--- config.mk ---
export PLATFORM = sky130hd
export DESIGN_NAME = bin_to_bcd_seq
export DESIGN_NICKNAME = d
export VERILOG_FILES = /design/src/rtl/bin_to_bcd_seq.sv
export SDC_FILE = /design/constraint.sdc
export NUM_CORES = 1
export LEC_CHECK = 0
export BUFFER_PORTS_ARGS = -buffer_cell sky130_fd_sc_hd__buf_4
export CAP_MARGIN = 10
export CORE_ASPECT_RATIO = 1.4
export CORE_UTILIZATION = 55
export DETAILED_ROUTE_END_ITERATION = 12
export PLACE_DENSITY = 0.87
export SLEW_MARGIN = 10
export SYNTH_ARGS = -nofsm -noshare
export SYNTH_HDL_FRONTEND = slang
export SYNTH_SLANG_ARGS = --single-unit
--- constraint.sdc ---
create_clock -name clk -period 2.3 [get_ports clk]
set_input_delay 0.115 -clock clk [delete_from_list [all_inputs] [get_ports clk]]
set_output_delay 0.115 -clock clk [all_outputs]
set_load 0.05 [all_outputs]
--- src/rtl/bin_to_bcd_seq.sv ---
// bin_to_bcd_seq: sequential binary-to-BCD converter (double dabble).
// One shift per clock. start/ready/done handshake; bcd holds the last
// result until the next conversion completes.
// Optional macro BCD_ASCII_OUT_EN adds a registered, leading-zero-blanked
// ASCII rendering of the result on the ascii port.
module bin_to_bcd_seq #(
    parameter int WIDTH  = 8,
    parameter int DIGITS = 3
) (
    input  logic                  clk,
    input  logic                  reset,
    input  logic                  start,
    input  logic [WIDTH-1:0]      bin,
    output logic                  ready,
    output logic                  done,
    output logic [4*DIGITS-1:0]   bcd
`ifdef BCD_ASCII_OUT_EN
    ,
    output logic [8*DIGITS-1:0]   ascii
`endif
);

    localparam int CW = $clog2(WIDTH + 1);

    typedef enum logic [1:0] {
        IDLE,
        SHIFT,
        DONE
    } state_t;

    state_t              state;
    state_t              next_state;
    logic [WIDTH-1:0]    shreg;
    logic [WIDTH-1:0]    next_shreg;
    logic [4*DIGITS-1:0] digits;
    logic [4*DIGITS-1:0] adj;
    logic [4*DIGITS-1:0] next_digits;
    logic [CW-1:0]       count;
    logic                unused_carry;

    // The carry out of the top digit is overflow and is deliberately dropped.
    assign unused_carry = adj[4*DIGITS-1];

    // State register.
    always_ff @(posedge clk or posedge reset) begin
        if (reset) begin
            state <= IDLE;
        end else begin
            state <= next_state;
        end
    end

    // Next-state decode plus the ready/done handshake outputs.
    always_comb begin
        next_state = state;
        ready      = 1'b0;
        done       = 1'b0;
        case (state)
            IDLE: begin
                ready = 1'b1;
                if (start) begin
                    next_state = SHIFT;
                end
            end
            SHIFT: begin
                if (count == CW'(1)) begin
                    next_state = DONE;
                end
            end
            DONE: begin
                done       = 1'b1;
                next_state = IDLE;
            end
            default: next_state = IDLE;
        endcase
    end

    // One double-dabble step: add 3 to every digit >= 5, then shift the
    // digit/operand chain left by one with the operand MSB entering digit 0.
    always_comb begin
        adj = '0;
        for (int i = 0; i < DIGITS; i++) begin
            if (digits[4*i +: 4] >= 4'd5) begin
                adj[4*i +: 4] = digits[4*i +: 4] + 4'd3;
            end else begin
                adj[4*i +: 4] = digits[4*i +: 4];
            end
        end
        next_digits = {adj[4*DIGITS-2:0], shreg[WIDTH-1]};
        next_shreg  = {shreg[WIDTH-2:0], 1'b0};
    end

`ifdef BCD_ASCII_OUT_EN
    logic [8*DIGITS-1:0] next_ascii;
    logic                blank;

    // Render the finished digits as ASCII, blanking zeros above the most
    // significant non-zero digit; the ones digit is always shown.
    always_comb begin
        next_ascii = '0;
        blank      = 1'b1;
        for (int k = DIGITS - 1; k >= 1; k--) begin
            if (blank && (next_digits[4*k +: 4] == 4'd0)) begin
                next_ascii[8*k +: 8] = 8'h20;
            end else begin
                blank                = 1'b0;
                next_ascii[8*k +: 8] = {4'h3, next_digits[4*k +: 4]};
            end
        end
        next_ascii[7:0] = {4'h3, next_digits[3:0]};
    end
`endif

    // Datapath: load on accepted start, shift while converting, and publish
    // the result on the final shift edge so bcd is already valid while done
    // is high in DONE.
    always_ff @(posedge clk or posedge reset) begin
        if (reset) begin
            shreg  <= '0;
            digits <= '0;
            count  <= '0;
            bcd    <= '0;
`ifdef BCD_ASCII_OUT_EN
            ascii  <= {{(DIGITS-1){8'h20}}, 8'h30};
`endif
        end else begin
            case (state)
                IDLE: begin
                    if (start) begin
                        shreg  <= bin;
                        digits <= '0;
                        count  <= CW'(WIDTH);
                    end
                end
                SHIFT: begin
                    shreg  <= next_shreg;
                    digits <= next_digits;
                    count  <= count - CW'(1);
                    if (count == CW'(1)) begin
                        bcd   <= next_digits;
`ifdef BCD_ASCII_OUT_EN
                        ascii <= next_ascii;
`endif
                    end
                end
                default: begin
                end
            endcase
        end
    end

endmodule
# [After elaboration in Yosys (flattened, before gate mapping)]
# Cells that the tools add are included.
[totals] wordCells=36 reg_bits=38 in_bits=11 output_inout_bits=14
[classes] mux=14 n_lt_le_gt_ge=3 eq_ne=5 n_addsub=4 reduce_logical=5
[ops] cell="$pmux 12 s2" n=1
[ops] cell="$pmux 8 s2" n=1
[ops] cell="$ge 4x3->1 const B" n=3
[ops] cell="$mux 12" n=1
[ops] cell="$mux 4" n=3
[ops] cell="$add 4x2->4 const B" n=2
[ops] cell="$mux 8" n=1
[ops] cell="$pmux 4 s2" n=1
[ops] cell="$reduce_and 2->1" n=3
[ops] cell="$eq 4x1->1 const B" n=1
[ops] cell="$mux 2" n=2
[ops] cell="$ne 2x2->1 const B" n=2
[ops] cell="$pmux 2 s2" n=1
[ops] cell="$sub 4x1->4 const B" n=1
[ops] cell="$add 3x2->3 const B" n=1
[ops] cell="$mux 3" n=1
[ops] cell="$eq 2x1->1 const B" n=1
[ops] cell="$eq 2x2->1 const B" n=1
[ops] cell="$logic_not 2->1" n=1
[ops] cell="$mux 1" n=2
[ops] cell="$reduce_bool 2->1" n=1

# [Logic depth before layout (Yosys ltp)]
[logic_depth] ltp_word=3 ltp_mapped=7 mapped_depth_nobuf=6

# [Least setup slack after synthesis]
# Ideal clock, no wire load.
[synth_timing] kind="reg2out" from="reg state[1]" to="out done" required_ns=2.185 arrival_time_ns=1.470 n_path_buf=2 stages_incl_launch_ff=4 slack_ns=0.715 path_cell_list="dfrtp_1 buf_2 clkbuf_1 nor2b_1"
[synth_between] elab_chain_cells=2
[synth_rtl] item="start, declared" line_no="31" text="state_t state;"
[synth_rtl] item="start signal, assigned" line_no="49" text="state <= next_state;"
[synth_rtl] item="$eq 2x2->1" line_no="58" text="case (state)"
[synth_rtl] item="$mux 1" line_no="58"
[synth_rtl] item="end, declared" line_no="15" text="output logic done,"
# No other way between the ends.

# [Worst setup path after layout]
[layout_timing] from="reg count[1]" to="reg bcd[1]"
[layout_between] elab_chain_cells=2
[layout_rtl] item="start, declared" line_no="38" text="logic [CW-1:0] count;"
[layout_rtl] item="start signal, assigned" line_no="132" text="count <= CW'(WIDTH);"
[layout_rtl] item="start signal, assigned" line_no="138" text="count <= count - CW'(1);"
[layout_rtl] item="$eq 4x1->1" line_no="139" text="if (count == CW'(1)) begin"
[layout_rtl] item="$reduce_and 2->1 (no source line)"
[layout_rtl] item="end signal, assigned" line_no="140" text="bcd <= next_digits;"
[layout_rtl] item="end, declared" line_no="16" text="output logic [4*DIGITS-1:0] bcd"
# No other way between the ends.
# A chain may end at the register's enable or synchronous reset.

==> out/summary.txt <==
Crit path required time - 2480 ps
Fin Hold WS - 218 ps
Clock root buffer - clkbuf_8
Max Root-Sink Buffers - 2
Multiplexer share of the synthesized area - 6.70%
Slew Viols, Final - 0
Share of cells above drive strength 1 - 25.8%
Drt first-iter violations - 23
Clock Sinks - 38
Syn Nets - 205
Die Wd - 52.5 um
Worst-skew pair later-pin latency - 300 ps
Layout overhead on the synthesized area - 15.9%
Largest family of logic cells by synthesized area - compound AO/OA/AOI/OAI gates
Port Buffer Count - 24
Async set or reset register ratio after synthesis - 100%
Most frequent cell after synthesis - dfrtp_1
Routed vias/inst - 5.55
DRC viols - 0
Post-synth cell types - 28
R2R cell count - 6
Crit Path Category - register to register
Layout Nets - 231
Area share of xor/xnor cells in the synthesized design - 1.34%
Number of synthesized register bits - 38
CTS HTree Levels - 2
Detailed Routing Iterations Pass 1 - 4
Cell taking the most area after synthesis - dfrtp_1
Fin worst setup slack - 644 ps
Peak VDD IR - 0.881 mV
Row count - 25
Dpl hpwl - 2650 um
Dpl ws - 650 ps
Compound-Gate Fraction of Synth Area - 17.1%
Final wirelength - 3740 um
Fin util - 67.3%
Unrepaired setup endpoints after global routing - no
Placement Cell Area - 2150 um2
Post-route cell area - 2270 um2
IO Count - 25
Static leakage - 1.07 nW
Vias in the first global route - 1414
Status - complete, no violations
Area contributors post-synth - dfrtp_1, nand2_1, ha_1, o21ai_0, mux2_4
Wirelength per Cell - 14.8 um
CTS Buf Count - 5
Syn avg cell area - 10.5 um2
Setup crit start kind - register
Vias - 1404
Slew HR - 62.0%
Dominant synthesized flop cell - dfrtp_1
Register area share after synthesis - 48.5%
Setup TNS - 0 ps
All-layer global routing usage - 23.7%
N_diodes - 0
Worst-Margin Slew - 569 ps
Pin count of the biggest net entering global routing - 39
Number of max-cap violations - 0
First-pass GRT wire length - 6380 um
CTS tree - built
Total gr overflow - 0
Clock slew at reported path FFs - 70 ps
# setup viols final - 0
Mapped cell area - 1960 um2
Post-synth top area share - 48.5%
YS warnings - 0
Adder-Cell Fraction of Synth Area - 5.11%
Power Density - 1590 nW/um2
Period utilisation layout - 72.0%
Clock skew - 6.45 ps
Synth top cells by count - dfrtp_1, nand2_1, o21ai_0, a21oi_1, nor3b_1
Worst setup EP type - register
Gpl congestion - 0.821
Final antenna-violating net count - 0
Hold Crit Class - primary input to register
Synth Area in Simple Gates - 15.8%
Synth Instances - 186
Final Hold Viols - 0
Final Critical Period - 1660 ps
Post-synth EDFFs - 0
Die area - 3810 um2
Initial antenna violation count - 0
Worst hold path depth - 5
Post-CTS Resized - 0
Initial Utilization - 58.0%
Die H - 72.6 um
Fmax - 0.604 GHz
CORE AREA - 3380 um2
Worst-path fanout max - 12
Arrival @ worst endpoint - 1840 ps
## sequential cells by signal, summed over array words and instances, names as in the netlist
name,count
bcd,12
digits,12
state,2
shreg,8
count,4
## stage by stage
stage	std cells	total power, mW
floorplan	186	2.66
global placement	244	3.02
detailed placement	244	3.09
CTS	253	3.64
global route	253	3.87
finish	253	3.62
## critical path, stage by stage (launching register included)
cell and delay [ps]:
dfrtp_1 400, inv_1 80, ha_1 160, nor3b_4 330, nand2_8 140, inv_6 120
mux2_4 300
## cells by family (layout without fill, tap and decap cells)
kind of cell / after synthesis / count (layout)
compound gates: 52 / 52
flops: 38 / 38
simple gates: 55 / 55
buf+inv: 20 / 47
mux: 10 / 10
fa+ha+maj: 8 / 8
xor+xnor: 3 / 3
## where the power goes
group	internal, mW	switching, mW	leakage [nW]
logic	0.739	1.09	0.533
registers	0.964	0.280	0.481
clock network	0.303	0.237	0.0575
total	2.01	1.61	1.07
## final timing paths
kind | slack (ps) | startpoint | end
worst min-delay path | 220 | bin[0] | shreg[0]$_DFFE_PP0P_
worst max-delay path | 640 | count[1]$_DFFE_PP0P_ | bcd[1]$_DFFE_PP0P_
worst max register to register | 640 | count[1]$_DFFE_PP0P_ | bcd[1]$_DFFE_PP0P_
max in group asynchronous | 1480 | reset | bcd[5]$_DFFE_PP0P_
min in group asynchronous | 490 | reset | digits[6]$_DFFE_PP0P_
worst min register to register | 480 | bcd[8]$_DFFE_PP0P_ | bcd[8]$_DFFE_PP0P_
## placed cells by master, fill, tap and decap left out, drive strengths merged, types with 3 or more instances in the layout
master | netlist | final
dfrtp | 38 | 38
nand2 | 28 | 28
buf | 7 | 27
o21ai | 24 | 24
a21oi | 18 | 18
nor3b | 12 | 12
inv | 11 | 11
a22o | 8 | 8
ha | 8 | 8
clkbuf | 2 | 8
mux2 | 7 | 7
nor2 | 6 | 6
nand2b | 4 | 4
mux2i | 3 | 3
xnor2 | 3 | 3
nor2b | 3 | 3
## layout make-up
cell class | count | area [um2]
Sequential cell | 38 | 951
Multi-Input combinational cell | 128 | 902
Tap cell | 40 | 50.0
Timing Repair Buffer | 28 | 213
Fill cell | 260 | 1110
Inverter | 11 | 46.3
Clock buffer | 8 | 110
## layer usage
| layer | track usage [%] | up-vias | routed length [um] |
|---|---|---|---|
| li1 | - | 694 | - |
| met1 | 27.8 | 677 | 1630 |
| met2 | 40.4 | 25 | 1920 |
| met3 | 4.38 | 8 | 95 |
| met4 | 12.3 | 0 | 85 |
| met5 | 0 | - | 0 |
## what timing repair did
action / 4_1_cts / 5_1_grt
buffers inserted: 0 / 0
hold endpoints to repair: 38 / 0
hold buffers: 1 / 0
(Power assumes the default switching activity.)
